==> config.mk <==
export PLATFORM = sky130hd
export DESIGN_NAME = regfile_ctrl
export DESIGN_NICKNAME = d
export VERILOG_FILES = /design/src/rtl/regfile_ctrl.sv
export SDC_FILE = /design/constraint.sdc
export NUM_CORES = 1
export LEC_CHECK = 0
export CAP_MARGIN = 20
export CORE_MARGIN = 1.5
export CORE_UTILIZATION = 43
export CTS_CLUSTER_DIAMETER = 50
export CTS_CLUSTER_SIZE = 20
export DETAILED_ROUTE_END_ITERATION = 12
export MAX_ROUTING_LAYER = met4
export PLACE_DENSITY_LB_ADDON = 0.1
export REMOVE_ABC_BUFFERS = 1
export SLEW_MARGIN = 20
export SYNTH_ARGS = -nofsm -noshare
export SYNTH_HDL_FRONTEND = slang
export SYNTH_SLANG_ARGS = --single-unit
==> constraint.sdc <==
create_clock -name clk -period 5.8 [get_ports clk]
set_input_delay 1.16 -clock clk [delete_from_list [all_inputs] [get_ports clk]]
set_output_delay 1.16 -clock clk [all_outputs]
set_load 0.05 [all_outputs]
==> src/rtl/regfile_ctrl.sv <==
// regfile_ctrl: round-robin write-port arbiter and clear sequencer for the register file
// Optional build macro REGFILE_CTRL_PRIO0_EN: requester 0 wins whenever eligible, round-robin among the rest.
// Ports:
//   clk, rst_n          clock, asynchronous active-low reset
//   req[NREQ]           level write requests, held until granted
//   addr_bus, data_bus  per-requester target register / write data (slice i belongs to requester i)
//   clr_all             one-cycle pulse starting a clear sweep
//   gnt[NREQ]           one-hot grant pulse
//   busy                high while the clear sweep runs
//   rf_s, rf_e, rf_d    register file write select / enable / data
//   rf_clr[2**W1]       per-register clear strobes
module regfile_ctrl #(
  parameter int W1 = 2,
  parameter int W2 = 8,
  parameter int NREQ = 4
) (
  input  logic                 clk,
  input  logic                 rst_n,
  input  logic [NREQ-1:0]      req,
  input  logic [NREQ*W1-1:0]   addr_bus,
  input  logic [NREQ*W2-1:0]   data_bus,
  input  logic                 clr_all,
  output logic [NREQ-1:0]      gnt,
  output logic                 busy,
  output logic [W1-1:0]        rf_s,
  output logic                 rf_e,
  output logic [W2-1:0]        rf_d,
  output logic [2**W1-1:0]     rf_clr
);
  localparam int NR = 2**W1;
  localparam int PW = $clog2(NREQ);
  typedef enum logic {IDLE, CLEAR} state_t;
  state_t state;
  logic [PW-1:0] ptr, k, nxt_ptr;
  logic [W1-1:0] cnt;
  logic [NREQ-1:0] elig, rr_mask;
  logic found, adv;
  // gnt still holds last cycle's grant, which is exactly the requester barred from a repeat
  always_comb begin
    elig = req & ~gnt;
`ifdef REGFILE_CTRL_PRIO0_EN
    rr_mask = elig & ~NREQ'(1);
`else
    rr_mask = elig;
`endif
    found = 1'b0;
    k = '0;
    for (int j = 0; j < NREQ; j++)
      if (!found && rr_mask[(int'(ptr) + j) % NREQ]) begin
        found = 1'b1;
        k = PW'((int'(ptr) + j) % NREQ);
      end
`ifdef REGFILE_CTRL_PRIO0_EN
    if (elig[0]) begin
      found = 1'b1;
      k = '0;
    end
    adv = found && k != '0;
`else
    adv = found;
`endif
    nxt_ptr = (k == PW'(NREQ - 1)) ? '0 : k + PW'(1);
  end
  // The last sweep edge also arbitrates, so requests held through the sweep are granted as busy drops
  always_ff @(posedge clk or negedge rst_n) begin
    if (!rst_n) begin
      state <= IDLE;
      ptr <= '0;
      cnt <= '0;
      gnt <= '0;
      busy <= 1'b0;
      rf_s <= '0;
      rf_e <= 1'b0;
      rf_d <= '0;
      rf_clr <= '0;
    end else begin
      gnt <= '0;
      rf_e <= 1'b0;
      rf_clr <= '0;
      if (state == IDLE && clr_all) begin
        state <= CLEAR;
        busy <= 1'b1;
        cnt <= '0;
        rf_clr <= NR'(1);
      end else if (state == CLEAR && cnt != W1'(NR - 1)) begin
        cnt <= cnt + W1'(1);
        rf_clr <= NR'(1) << (cnt + W1'(1));
      end else begin
        state <= IDLE;
        busy <= 1'b0;
        cnt <= '0;
        if (found) begin
          gnt <= NREQ'(1) << k;
          rf_e <= 1'b1;
          rf_s <= addr_bus[k*W1 +: W1];
          rf_d <= data_bus[k*W2 +: W2];
          if (adv) ptr <= nxt_ptr;
        end
      end
    end
  end
endmodule

---- Word level (Yosys, flattened, before mapping) ----
Index checks and enable logic that the tools add are counted.
Widths: inputs -> output; s select.
word-level totals
  bits in registers ....................... 24
operators by class
  reduce and logical (&&, ||, !) cells .... 12
  multiplexer cells ....................... 32
  bitwise logic cells ..................... 8
  $add $sub $neg .......................... 5
  shifts and indexed selects .............. 4
  magnitude comparators ................... 4
  equality and inequality tests ........... 3
operator list
  kind                 count
  $shiftx 32x6->8      1
  $mux 4               5
  $mux 1               16
  $mux 2               7
  $lt 3x4->1 const B   3
  $bmux 1 s2           4
  $shiftx 8x4->2       1
  $shl 1x2->4 const A  2
  $add 2x1->2 const B  3
  $reduce_or 2->1      3
  $logic_and 1x1->1    5
  $add 2x2->2 const B  2
  $and 4x4->4          1
  $ne 2x2->1 const B   2
  $not 4->4            1
  $and 1x1->1 const A  3
  $logic_not 1->1      3
  $lt 2x3->1 const B   1
  $not 1->1            3
  $reduce_and 3->1     1
  $eq 2x2->1 const B   1

---- Depth between registers and ports, before layout ----
  depth after elaboration ................. 18
  gate-level depth with buffers ........... 8
  gate-level depth less buffers ........... 7

---- Worst setup path before layout ----
Ideal clock, no wire load.
  path kind ............................... input-to-reg
  start point ............................. input req[0]
  end point ............................... register ptr[1]
  slack ................................... 3.106 ns
  stages .................................. 6
  library setup time ...................... 0.125 ns
  data required time ...................... 5.675 ns
  arrival ................................. 2.569 ns
  path buffers ............................ 1
  path through ............................ nor2b_1 nor3b_1 a211oi_4 buf_6 ha_1 mux2_2
on the way
  word-level cells in the longest chain between the ends .. 15
  elaborated cells on any way between the ends .. 30
RTL lines
  item                                              RTL line  text
  start, declared                                   19        input logic [NREQ-1:0] req,
  $and 4x4->4 (*)                                   40        elig = req & ~gnt;
  $bmux 1 s2                                        49        if (!found && rr_mask[(int'(ptr) + j) % NREQ]) begin
  $mux 1 (not written as such)                      49
  $mux 1                                            49
  $logic_not 1->1                                   49
  $logic_and 1x1->1                                 49
  $mux 1                                            49
  $logic_not 1->1                                   49
  $logic_and 1x1->1                                 49
  $mux 1                                            49
  $logic_not 1->1                                   49
  $logic_and 1x1->1                                 49
  $mux 2 (*)                                        49
  $add 2x1->2 / $eq 2x2->1 (equally long branches)  62        nxt_ptr = (k == PW'(NREQ - 1)) ? '0 : k + PW'(1);
  $mux 2 (*)                                        62
  named net nxt_ptr[1]                              34        logic [PW-1:0] ptr, k, nxt_ptr;
  end signal, assigned                              97        if (adv) ptr <= nxt_ptr;
  end, declared                                     34
Mark *: on every way through the listed nets, which the timed path passes. The rest lies on a longest branch. The select of a mux whose other input is x is not followed.
A chain may end at the register's enable or synchronous reset.

---- Final worst setup path ----
  start point ............................. input req[1]
  end point ............................... register rf_d[5]
on the way
  word-level cells in the longest chain between the ends .. 14
  elaborated cells on any way between the ends .. 28
RTL lines
  item                                                        RTL line  text
  $and 4x4->4 (*)                                             40
  $bmux 1 s2                                                  49
  $mux 1 (not written as such)                                49
  $mux 1                                                      49
  $logic_not 1->1                                             49
  $logic_and 1x1->1                                           49
  $mux 1                                                      49
  $logic_not 1->1                                             49
  $logic_and 1x1->1                                           49
  $mux 1                                                      49
  $logic_not 1->1                                             49
  $logic_and 1x1->1                                           49
  $mux 2 / $mux 1 (equally long branches)                     49
  $shiftx 32x6->8 / $reduce_and 3->1 (equally long branches)  n/a
  end signal, assigned                                        96        rf_d <= data_bus[k*W2 +: W2];
  end, declared                                               27        output logic [W2-1:0] rf_d,
Mark *: on every way between the ends. The rest lies on a longest branch, timed or not. The select of a mux whose other input is x is not followed.

==> results.yml <==
die:
  fp.dieW_um: 59.0
  ios: 67
  die-area_mm2: 0.00348
  initial_utilization_pct: 44.5
  row_count: 20
  core_area_mm2: 0.00303
  dieHeight_um: 59.0
power:
  power_switching_uw: 550
  comb_power_share_pct: 65.6
  share_seq_of_total_power_pct: 26.6
  irDropWorstVdd_v: 0.000254
  p_int_uw: 566
  p_leak_nw: 0.893
  finalPower_mw: 1.12
  pwr-share-clk_pct: 7.8
  switching_share_pct: 49.3
  cellPowerDensity_mw_per_mm2: 540
drt:
  wl_met3_um: 128
  drt_first_pass_iters: 4
  initialDrtViolationCount: 52
  wl_mm: 3.00
  wire_per_inst_um: 13.4
  vias: 1126
  top_layer: "met4"
  ant_nets: 0
  wirelength_met1_mm: 1.25
  route.detailed.drc: 0
  wl_met2_mm: 1.56
  viasPerCell: 5.03
global_route:
  antenna_found_initial: 0
  grt_max_degree: 26
  grt_pass1_wl_mm: 5.11
  grt_use_total_pct: 20.3
  grt-ovfl-total: 0
  grt_pass1_vias: 1138
clock_tree:
  clockBufferDepth: 2
  cts_resized: 0
  numCtsBuffers: 3
  cts_setup_buffers: 0
  cts_root_buffer: "clkbuf_4"
  cts_sinks: 24
  hold_buffers: 0
  path_clk_slew_ns: 0.12
  cts_max_level: 1
  clk_latency_ns: 0.31
  cts_tree: "yes"
final_layout:
  layout.nets: 234
  final_cells: 224
  final_util_pct: 68.2
  fillers: 245
  drive_above_1_share_pct: 11.7
  diodes: 0
  final_design_area_no_fill_mm2: 0.00206
  area_growth_pct: 53.1
place:
  globalplace.congestion: 0.722
  port_buffers: 66
  pre_cts_ws_ns: 2.17
  dp.cells: 220
  hpwl_mm: 2.36
  placed_cell_area_mm2: 0.00203
synth:
  ys_types: 30
  synth_top_area_share_pct: 44.5
  synth_edf_count: 0
  async_flop_share_pct: 100
  synthTopCellsByArea: "dfrtp_1 (45%), mux2i_1 (16%), o221ai_2 (10%), ha_1 (5.6%), nand2_1 (3.3%)"
  synth_seq_cells: 24
  syn_inst: 114
  synth_seq_area_share_pct: 44.5
  syn_avg_cell_area_um2: 11.8
  yosysMostFrequentCell: "dfrtp_1"
  yosys_warnings: 0
  syn_area_mm2: 0.00135
  synth_ff_type: "dfrtp_1"
  synth_top_area_cell: "dfrtp_1"
  synthTopCellsByCount: "dfrtp_1 (24), mux2i_1 (21), nand2_1 (12)"
critical_path:
  cpPeakStageDelay_ns: 0.46
  reg2reg_slack_ns: 3.26
  worstSetupStartpointType: "input port"
  critPathSlowestCell: "nand2_1"
  crit_type: "input port to flop"
  critPathArrivalTime_ns: 3.27
  cp-end-kind: "flop"
  critPathMaxFanout: 13
  crit_chain: "clkdlybuf4s50_1 -> nor2b_2 -> nor4_1 -> or2_1 -> inv_2 -> nand2_1 -> o221ai_1"
  required_ns: 5.97
sta:
  finalSetupViolations: 0
  setup_ws_ns: 2.71
  layout_min_cycle_time_ns: 3.09
  fmax_ghz: 0.323
  fin_skew_ns: 0.00306
  fin_tns_setup_ns: 0
  max_slew_margin_pct: 51.2
  drv_slew: 0
  final-hold-violation-count: 0
  whs_ns: 0.509
  tightest_slew_ns: 0.732
  rsz0062_at_grt: "false"
  period_share_pct: 53.3
min_path:
  worstHoldPathType: "flop to flop"
run_status:
  status: "finished, final reports clean"
flow_run:
  maxCapViolCount: 0
-- sequential cells by signal (all words and copies together) (netlist names) --
name    flops
cnt         2
gnt         4
ptr         2
rf_clr      4
rf_d        8
rf_e        1
rf_s        2
state       1
-- per-layer routing --
layer	global-route usage (%)	vias to the layer above
met1	25.0	545
met5	-	-
met4	7.14	0
met2	32.4	37
li1	-	537
met3	5.46	7
-- worst max-delay path, delay by kind of cell --
family	cells	cell delay, ns
AOI/OAI and AO/OA	1	0.21
buffers and inverters	2	0.53
and+or+nand+nor	4	1.35
-- cells in the final DEF (no fill, tap or decap), drive strengths merged --
| cell type | n |
|---|---|
| o221ai | 10 |
| or2 | 2 |
| inv | 4 |
| a21o | 1 |
| nor3b | 2 |
| a211oi | 1 |
| ha | 6 |
| and2 | 6 |
| buf | 2 |
| a21oi | 2 |
| o21ai | 2 |
| nand3b | 1 |
| mux2i | 21 |
| clkdlybuf4s50 | 65 |
| nor2 | 4 |
| or3b | 1 |
| nor2b | 6 |
| nor4 | 1 |
| nand2b | 1 |
| dfrtp | 24 |
| nand2 | 12 |
| mux2 | 1 |
| a311oi | 1 |
| clkbuf | 4 |
-- worst paths after layout --
path                                        to  cells after the start                 from
max                        rf_d[5]$_DFFE_PN0P_                      7               req[1]
min                        rf_s[0]$_DFFE_PN0P_                      2  rf_s[0]$_DFFE_PN0P_
max reg2reg                rf_d[5]$_DFFE_PN0P_                      7     cnt[0]$_DFF_PN0_
min reg2reg                rf_s[0]$_DFFE_PN0P_                      2  rf_s[0]$_DFFE_PN0P_
max in group asynchronous     cnt[0]$_DFF_PN0_                      1                rst_n
min in group asynchronous    state$_DFFE_PN0P_                      1                rst_n
-- power groups by stage --
stage	logic (mW)	registers, mW	clock network, mW
global route	0.787	0.305	0.0977
global placement	0.719	0.294	0
detailed placement	0.738	0.298	0
finish	0.732	0.296	0.0870
CTS	0.739	0.296	0.0898
floorplan	0.305	0.499	0
-- layout make-up --
class                      instances  area, µm²  share of cell area, %
sequential                        24        601                   29.1
tap                               44       55.1                   2.67
multi-input combinational         81        694                   33.6
inverter                           4       15.0                  0.727
clock buffer                       4       36.3                   1.76
timing repair buffer              67        663                   32.1
-- cells by family (layout without fill, tap and decap cells) --
group / Yosys count / count (layout) / synth area share [%]
adders and majority gates: 6 / 6 / 5.57
and+or+nand+nor: 36 / 36 / 14.4
DFF: 24 / 24 / 44.5
buffers and inverters: 9 / 75 / 4.27
muxes: 22 / 22 / 16.4
AOI/OAI and AO/OA: 17 / 17 / 14.8
Note: power is estimated with default switching activity, not from simulation.
